--- src/rtl/mossbauer_pkg.sv ---
// Shared definitions for the Mossbauer acquisition path: sequencer phases and smoother geometry.
// The smoother divides its running sum by shifting right DEF_WINDOW_SHIFT bits.
package mossbauer_pkg;

    typedef enum logic [1:0] {
        IDLE  = 2'd0,
        FLUSH = 2'd1,
        WARM  = 2'd2,
        RUN   = 2'd3
    } seq_state_e;

    localparam int DEF_WINDOW       = 1024;
    localparam int DEF_PIPE_LAT     = 3;
    localparam int DEF_WINDOW_SHIFT = $clog2(DEF_WINDOW);

endpackage

--- src/rtl/channel_stepper.sv ---
// Dwell counter and velocity-channel index for the RUN phase; all outputs registered (1-cycle latency).
// Idles while step_i/enter_run_i are low, so a stop simply freezes the channel and sweep count.
module channel_stepper #(
    parameter int CH_WIDTH    = 10,
    parameter int DWELL_WIDTH = 16,
    parameter int SWEEP_WIDTH = 32
) (
    input  logic                   clk_i,
    input  logic                   rst_i,
    input  logic                   clear_i,
    input  logic                   enter_run_i,
    input  logic                   step_i,
    input  logic                   resync_i,
    input  logic [DWELL_WIDTH-1:0] dwell_i,
    input  logic [CH_WIDTH-1:0]    last_ch_i,
    output logic [CH_WIDTH-1:0]    chan_idx_o,
    output logic                   chan_strobe_o,
    output logic                   sweep_start_o,
    output logic [SWEEP_WIDTH-1:0] sweep_count_o
);

    logic [DWELL_WIDTH-1:0] dcnt_q, dcnt_d, dwell_m1;
    logic [CH_WIDTH-1:0]    chan_q, chan_d;
    logic [SWEEP_WIDTH-1:0] count_q, count_d;
    logic                   strobe_q, strobe_d;
    logic                   sstart_q, sstart_d;

    // dwell_i is never zero here, so dwell_m1 cannot underflow.
    always_comb begin
        dwell_m1 = dwell_i - DWELL_WIDTH'(1);
        dcnt_d   = dcnt_q;
        chan_d   = chan_q;
        count_d  = count_q;
        strobe_d = 1'b0;
        sstart_d = 1'b0;
        if (clear_i) begin
            dcnt_d  = '0;
            chan_d  = '0;
            count_d = '0;
        end else if (enter_run_i) begin
            dcnt_d   = '0;
            chan_d   = '0;
            sstart_d = 1'b1;
            count_d  = count_q + SWEEP_WIDTH'(1);
            strobe_d = (dwell_m1 == '0);
        end else if (step_i) begin
            if (resync_i) begin
                // Truncated channel is dropped: no strobe on the resync cycle.
                dcnt_d   = '0;
                chan_d   = '0;
                sstart_d = 1'b1;
                count_d  = count_q + SWEEP_WIDTH'(1);
            end else if (dcnt_q == dwell_m1) begin
                dcnt_d   = '0;
                strobe_d = (dwell_m1 == '0);
                if (chan_q == last_ch_i) begin
                    chan_d   = '0;
                    sstart_d = 1'b1;
                    count_d  = count_q + SWEEP_WIDTH'(1);
                end else begin
                    chan_d = chan_q + CH_WIDTH'(1);
                end
            end else begin
                dcnt_d   = dcnt_q + DWELL_WIDTH'(1);
                strobe_d = ((dcnt_q + DWELL_WIDTH'(1)) == dwell_m1);
            end
        end
    end

    always_ff @(posedge clk_i) begin
        if (rst_i) begin
            dcnt_q   <= '0;
            chan_q   <= '0;
            count_q  <= '0;
            strobe_q <= 1'b0;
            sstart_q <= 1'b0;
        end else begin
            dcnt_q   <= dcnt_d;
            chan_q   <= chan_d;
            count_q  <= count_d;
            strobe_q <= strobe_d;
            sstart_q <= sstart_d;
        end
    end

    assign chan_idx_o    = chan_q;
    assign chan_strobe_o = strobe_q;
    assign sweep_start_o = sstart_q;
    assign sweep_count_o = count_q;

endmodule

--- src/rtl/smooth_sweep_sequencer.sv ---
// Run sequencer: flushes and refills the boxcar smoother, then steps velocity channels with a dwell.
// Registered outputs; stop aborts from any state, rst overrides everything on the next edge.
module smooth_sweep_sequencer
    import mossbauer_pkg::*;
#(
    parameter int WINDOW      = DEF_WINDOW,
    parameter int PIPE_LAT    = DEF_PIPE_LAT,
    parameter int CH_WIDTH    = 10,
    parameter int DWELL_WIDTH = 16,
    parameter int SWEEP_WIDTH = 32
) (
    input  logic                   adc_clk,
    input  logic                   rst,
    input  logic                   start,
    input  logic                   stop,
    input  logic [DWELL_WIDTH-1:0] cfg_dwell,
    input  logic [CH_WIDTH-1:0]    cfg_last_ch,
    input  logic                   cfg_sync_en,
    input  logic                   ext_sync,
    output logic                   data_gate,
    output logic                   smooth_valid,
    output logic [CH_WIDTH-1:0]    chan_idx,
    output logic                   chan_strobe,
    output logic                   sweep_start,
    output logic [SWEEP_WIDTH-1:0] sweep_count,
    output logic                   busy,
    output logic [1:0]             state
);

    localparam int PH_W = $clog2(WINDOW + PIPE_LAT);
    localparam logic [PH_W-1:0] FLUSH_LAST = PH_W'(WINDOW - 1);
    localparam logic [PH_W-1:0] WARM_LAST  = PH_W'(WINDOW + PIPE_LAT - 1);

    seq_state_e             state_q;
    logic [PH_W-1:0]        phase_q;
    logic                   data_gate_q, smooth_valid_q, busy_q;
    logic [DWELL_WIDTH-1:0] dwell_q;
    logic [CH_WIDTH-1:0]    last_ch_q;
    logic                   sync_en_q;
    logic                   ext_q, ext_qq;
    logic                   accept, enter_run, step, resync;

    assign accept    = (state_q == IDLE) && start && !stop;
    assign enter_run = (state_q == WARM) && (phase_q == WARM_LAST) && !stop;
    assign step      = (state_q == RUN) && !stop;
    assign resync    = step && sync_en_q && ext_q && !ext_qq;

    always_ff @(posedge adc_clk) begin
        if (rst) begin
            ext_q  <= 1'b0;
            ext_qq <= 1'b0;
        end else begin
            ext_q  <= ext_sync;
            ext_qq <= ext_q;
        end
    end

    always_ff @(posedge adc_clk) begin
        if (rst) begin
            state_q        <= IDLE;
            phase_q        <= '0;
            data_gate_q    <= 1'b0;
            smooth_valid_q <= 1'b0;
            busy_q         <= 1'b0;
            dwell_q        <= DWELL_WIDTH'(1);
            last_ch_q      <= '0;
            sync_en_q      <= 1'b0;
        end else if (stop) begin
            state_q        <= IDLE;
            phase_q        <= '0;
            data_gate_q    <= 1'b0;
            smooth_valid_q <= 1'b0;
            busy_q         <= 1'b0;
        end else begin
            case (state_q)
                IDLE: if (start) begin
                    state_q     <= FLUSH;
                    phase_q     <= '0;
                    data_gate_q <= 1'b1;
                    busy_q      <= 1'b1;
                    dwell_q     <= (cfg_dwell == '0) ? DWELL_WIDTH'(1) : cfg_dwell;
                    last_ch_q   <= cfg_last_ch;
                    sync_en_q   <= cfg_sync_en;
                end
                FLUSH: if (phase_q == FLUSH_LAST) begin
                    state_q     <= WARM;
                    phase_q     <= '0;
                    data_gate_q <= 1'b0;
                end else begin
                    phase_q <= phase_q + PH_W'(1);
                end
                // WARM also covers the smoother pipeline so the first RUN sample is clean.
                WARM: if (phase_q == WARM_LAST) begin
                    state_q        <= RUN;
                    phase_q        <= '0;
                    smooth_valid_q <= 1'b1;
                end else begin
                    phase_q <= phase_q + PH_W'(1);
                end
                RUN: state_q <= RUN;
                default: state_q <= IDLE;
            endcase
        end
    end

    channel_stepper #(
        .CH_WIDTH    (CH_WIDTH),
        .DWELL_WIDTH (DWELL_WIDTH),
        .SWEEP_WIDTH (SWEEP_WIDTH)
    ) u_stepper (
        .clk_i         (adc_clk),
        .rst_i         (rst),
        .clear_i       (accept),
        .enter_run_i   (enter_run),
        .step_i        (step),
        .resync_i      (resync),
        .dwell_i       (dwell_q),
        .last_ch_i     (last_ch_q),
        .chan_idx_o    (chan_idx),
        .chan_strobe_o (chan_strobe),
        .sweep_start_o (sweep_start),
        .sweep_count_o (sweep_count)
    );

    assign data_gate    = data_gate_q;
    assign smooth_valid = smooth_valid_q;
    assign busy         = busy_q;
    assign state        = state_q;

endmodule

--- config.mk ---
export PLATFORM = sky130hd
export DESIGN_NAME = smooth_sweep_sequencer
export DESIGN_NICKNAME = d
export VERILOG_FILES = /design/src/rtl/mossbauer_pkg.sv /design/src/rtl/channel_stepper.sv /design/src/rtl/smooth_sweep_sequencer.sv
export SDC_FILE = /design/constraint.sdc
export NUM_CORES = 1
export LEC_CHECK = 0
export ABC_AREA = 1
export CAP_MARGIN = 20
export CORE_ASPECT_RATIO = 1.1
export CORE_MARGIN = 2
export CORE_UTILIZATION = 43
export DETAILED_ROUTE_END_ITERATION = 10
export HOLD_SLACK_MARGIN = 0.05
export SLEW_MARGIN = 30
export SYNTH_ARGS = -nofsm -noshare
export SYNTH_HDL_FRONTEND = slang
export SYNTH_HIERARCHICAL = 1
export SYNTH_SLANG_ARGS = --single-unit
export TNS_END_PERCENT = 100
--- constraint.sdc ---
create_clock -name adc_clk -period 4.1 [get_ports adc_clk]
set_input_delay 0.41 -clock adc_clk [delete_from_list [all_inputs] [get_ports adc_clk]]
set_output_delay 0.41 -clock adc_clk [all_outputs]
set_load 0.05 [all_outputs]
==> reports/summary.md <==
The number of different library cells used by synthesis comes to 42. After global routing, the most crowded layer is met2. The tools report the net total in the final layout as 1211. Most area-hungry cell type in the Yosys netlist: sky130_fd_sc_hd__dfxtp_1. Across all layers, the routed design uses 7113 vias.

The met3 global-route usage was 2.55%. The die is 138 um tall. For this design the top-level I/O count stands at 81. Headroom to the max-slew limit: 53.9%. Data arrives at the worst endpoint at 3.29 ns. The logs give 3.39 nW for the standby leakage power and 0.0162 mm^2 for the core area. The clock insertion delay at the later pin of the skew report was 0.35 ns.

The peak ir drop on the vdd network is 0.000188 V, and the number of DRC markers after the initial detailed-route iteration is 389. 0 antenna diodes ended up in the layout. Counting every net in the synthesized netlist gives 1144.

The synthesized design contains 105 register bits. Dividing the final minimum period by the clock period gives 73.2%. Of the post-synthesis cell area, the dominant cell type holds 29.8%.

The final count of pins violating max slew is 0. Setup repair after global routing left no endpoint under its margin. The number of global-route vias before repair came out at 6555. The worst setup path is of the reg -> reg kind.

The initialized floorplan defines 49 standard-cell rows. The cell sitting at the root of the clock tree is a sky130_fd_sc_hd__clkbuf_16. The floorplan step set the die width to 126 um.

The post-synthesis mux area share works out to 0%. Based on the critical path, the design can be clocked at up to 0.333 GHz. STA puts the critical path data required time at 4.39 ns.

The post-synthesis compound-gate area fraction works out to 9.92%. The number of buffers added on ports came out at 80. In the synthesized netlist, the number of instances is 1099. The design draws 2.34 mW.

The run finished with clean final reports. Adding up every negative setup slack in the final design gives 0 ns. The H-tree was split into 3 levels.

Measured on the finished design, the core utilization comes to 51.1%. The post-synthesis share of cell area spent on xor and xnor gates is 6.96%. After synthesis, the largest family of logic cells by area is simple AND/OR/NAND/NOR gates.

After Yosys synthesis, and, or, nand and nor cells account for 41.6% of the synthesized area. The cell area after layout is 0.00827 mm^2, and the die area is 0.0174 mm^2. For the count of fill cells added during filler insertion, the log shows 1739. The detail-routed net length per standard cell is 13.8 um, and the ratio of cells with drive above 1 in the final layout is 6.40%. Met2 layer usage reported by global route: 35.8%. TritonCTS built the clock tree. Gates resized during post-CTS repair numbered 0.

For this run, design rule violations remaining after detail routing come to 0. The run gives 1.10 ns as the smallest setup slack after layout. The tools report the number of antenna violations at the first check in global routing as 0. The clock arrives with 0.00938 ns of skew. The TritonCTS buffer count was 9; the fraction of the yosys area taken by sequential cells was 29.8%. The run gives 0 as the number of post-CTS setup repair buffers.

The endpoint class of the critical path is a flop. In this run the deepest clock path goes through 2 buffers. Clock transition at the registers of the reported paths: 0.07 ns. In this run the worst path has a maximum fanout of 33. The tools report the initial cell density of the core as 43.6%.

The number of max-cap violations was 0. For this run, global-route usage on met1 was measured as 30.2%. The cell area after placement was 0.00798 mm^2; the average cell area after synthesis was 6.42 um^2. The library cell used most frequently in the layout, excluding fill and tap cells, is sky130_fd_sc_hd__nand2_1. Kind of launch point of the worst setup path: a flop.

The overflow left after global routing was 0. Yosys printed 6 warnings. The path class of the tightest hold or removal check is reg -> reg. The wire length reported by the detailed router was 19000 um; the area added between synthesis and finish was 17.3%. In the layout the commonest cells are sky130_fd_sc_hd__nand2_1 (259), sky130_fd_sc_hd__nor2_1 (132), sky130_fd_sc_hd__nand3_1 (130), sky130_fd_sc_hd__inv_1 (123), sky130_fd_sc_hd__dfxtp_1 (105).

The first TritonRoute pass finished after 5 iterations. The number of buffers inserted by hold repair at cts is 0. Register-to-register setup slack: 1.10 ns.

The average vias per placed instance came out at 5.17. The slew at the pin closest to its max-slew limit works out to 0.690 ns. Entering global routing, the biggest net connects 45 pins. By area the synthesized netlist is led by sky130_fd_sc_hd__dfxtp_1 (30%), sky130_fd_sc_hd__nand2_1 (14%), sky130_fd_sc_hd__nand3_1 (9.2%), sky130_fd_sc_hd__nor2_1 (7.0%), sky130_fd_sc_hd__inv_1 (6.5%).

The HPWL after detailed placement is 14300 um. First-pass GRT wire length: 32000 um. The detail route stage leaves a number of antenna-violating nets equal to 0. Subtracting the final worst setup slack from the clock period gives 3.00 ns. The tools report the count of final setup violators as 0. For the number of sinks driven by the clock tree, the log shows 105.

For the synthesized cell area, the log shows 0.00705 mm^2. Global routing consumed, over all layers together, 21.8% of the routing resources. For this design the ratio of total power to cell area is 283 mW/mm^2. At the end of routability-driven placement, the weighted congestion stood at 0.859. The hold violation total from the final report is 0, and the worst setup slack after placement is 1.11 ns.

After Yosys synthesis, full adders, half adders and majority gates account for 2.31% of the synthesized area.
cells by family after synthesis:
family / count (synthesis)
DFF: 105
xor gates and xnor gates: 56
adders and majority gates: 13
and+or+nand+nor: 636
AOI/OAI and AO/OA: 129
buffers and inverters: 160
cells in the mapped netlist:
master,count
sky130_fd_sc_hd__nand2_1,259
sky130_fd_sc_hd__nor2_1,132
sky130_fd_sc_hd__nand3_1,130
sky130_fd_sc_hd__inv_1,123
sky130_fd_sc_hd__dfxtp_1,105
sky130_fd_sc_hd__a21oi_1,77
sky130_fd_sc_hd__xor2_1,42
sky130_fd_sc_hd__o21ai_0,38
sky130_fd_sc_hd__nor3_1,32
sky130_fd_sc_hd__nand4_1,26
sky130_fd_sc_hd__clkbuf_1,14
sky130_fd_sc_hd__xnor2_1,14
sky130_fd_sc_hd__ha_1,13
sky130_fd_sc_hd__nand2_2,11
sky130_fd_sc_hd__nor2_2,11
sky130_fd_sc_hd__nor4_1,9
sky130_fd_sc_hd__buf_2,7
sky130_fd_sc_hd__buf_6,7
sky130_fd_sc_hd__nor2_4,6
sky130_fd_sc_hd__inv_2,5
sky130_fd_sc_hd__nand2_4,5
sky130_fd_sc_hd__nand3_2,3
sky130_fd_sc_hd__nand3_4,3
sky130_fd_sc_hd__nand3b_1,3
sky130_fd_sc_hd__o21ai_1,3
sky130_fd_sc_hd__buf_1,2
sky130_fd_sc_hd__clkinv_1,2
sky130_fd_sc_hd__nor2_8,2
sky130_fd_sc_hd__nor3b_1,2
sky130_fd_sc_hd__a211oi_1,1
sky130_fd_sc_hd__a21o_1,1
sky130_fd_sc_hd__a21oi_2,1
sky130_fd_sc_hd__a21oi_4,1
sky130_fd_sc_hd__a31o_2,1
sky130_fd_sc_hd__a31oi_1,1
sky130_fd_sc_hd__nor3_2,1
sky130_fd_sc_hd__o211ai_1,1
sky130_fd_sc_hd__o21ai_2,1
sky130_fd_sc_hd__o21bai_1,1
sky130_fd_sc_hd__o21bai_4,1
sky130_fd_sc_hd__o221a_2,1
sky130_fd_sc_hd__or2_2,1
per-stage QoR:
stage / hold slack (ns) / cells
global route: 0.435 / 1375
detailed placement: 0.418 / 1359
floorplan: 0.403 / 1099
global placement: 0.417 / 1359
CTS: 0.425 / 1375
finish: 0.426 / 1375
final cells by class:
class,instances,area (um^2),area share [%]
clock inverter,4,38.8,0.469
sequential,105,2100,25.4
inverter,130,488,5.90
multi-input combinational,834,4290,51.8
timing repair buffer,86,846,10.2
clock buffer,12,256,3.10
tap,204,255,3.08
layer usage:
layer | wire length, um | vias up
li1 | - | 3700
met1 | 9080 | 3244
met2 | 8870 | 148
met3 | 731 | 21
met4 | 302 | 0
met5 | 0 | -
power by group:
part / internal (mW) / leakage, nW / switching [mW]
Combinational: 0.140 / 2.39 / 0.259
Sequential: 1.04 / 0.851 / 0.0306
Clock: 0.453 / 0.146 / 0.413
worst paths after layout:
| check | startpoint | endpoint | cells after the start |
|---|---|---|---|
| worst max-delay path | dwell_q[0]$_SDFFE_PP1P_ | u_stepper/sweep_count_o[1]$_SDFFE_PP0P_ | 16 |
| worst min-delay path | ext_q$_SDFF_PP0_ | ext_qq$_SDFF_PP0_ | 2 |
| worst max register to register | dwell_q[0]$_SDFFE_PP1P_ | u_stepper/sweep_count_o[1]$_SDFFE_PP0P_ | 16 |
| worst min register to register | ext_q$_SDFF_PP0_ | ext_qq$_SDFF_PP0_ | 2 |
worst max-delay path, cell delays in order (launching register included):
cell and delay (ns):
sky130_fd_sc_hd__dfxtp_1 0.36, sky130_fd_sc_hd__inv_1 0.16, sky130_fd_sc_hd__ha_1 0.33, sky130_fd_sc_hd__nand2_2 0.18, sky130_fd_sc_hd__nor2_4 0.19, sky130_fd_sc_hd__nand2_1 0.07
sky130_fd_sc_hd__nand2_1 0.08, sky130_fd_sc_hd__nand3_1 0.07, sky130_fd_sc_hd__nand2_1 0.09, sky130_fd_sc_hd__nand2_1 0.07, sky130_fd_sc_hd__nor2_2 0.12, sky130_fd_sc_hd__nand3_4 0.21
sky130_fd_sc_hd__nand3_4 0.35, sky130_fd_sc_hd__nand2_4 0.32, sky130_fd_sc_hd__nor2_2 0.22, sky130_fd_sc_hd__nand2_1 0.07, sky130_fd_sc_hd__nand2_1 0.05
registers in the layout (all words and copies together) (netlist names), 2 cells and up:
name and cells:
last_ch_q 10, phase_q 11, state 2, u_stepper/dcnt_q 16, u_stepper/sweep_count_o 32, dwell_q 16, u_stepper/chan_idx_o 10
Power figures use the tool's default switching activity.
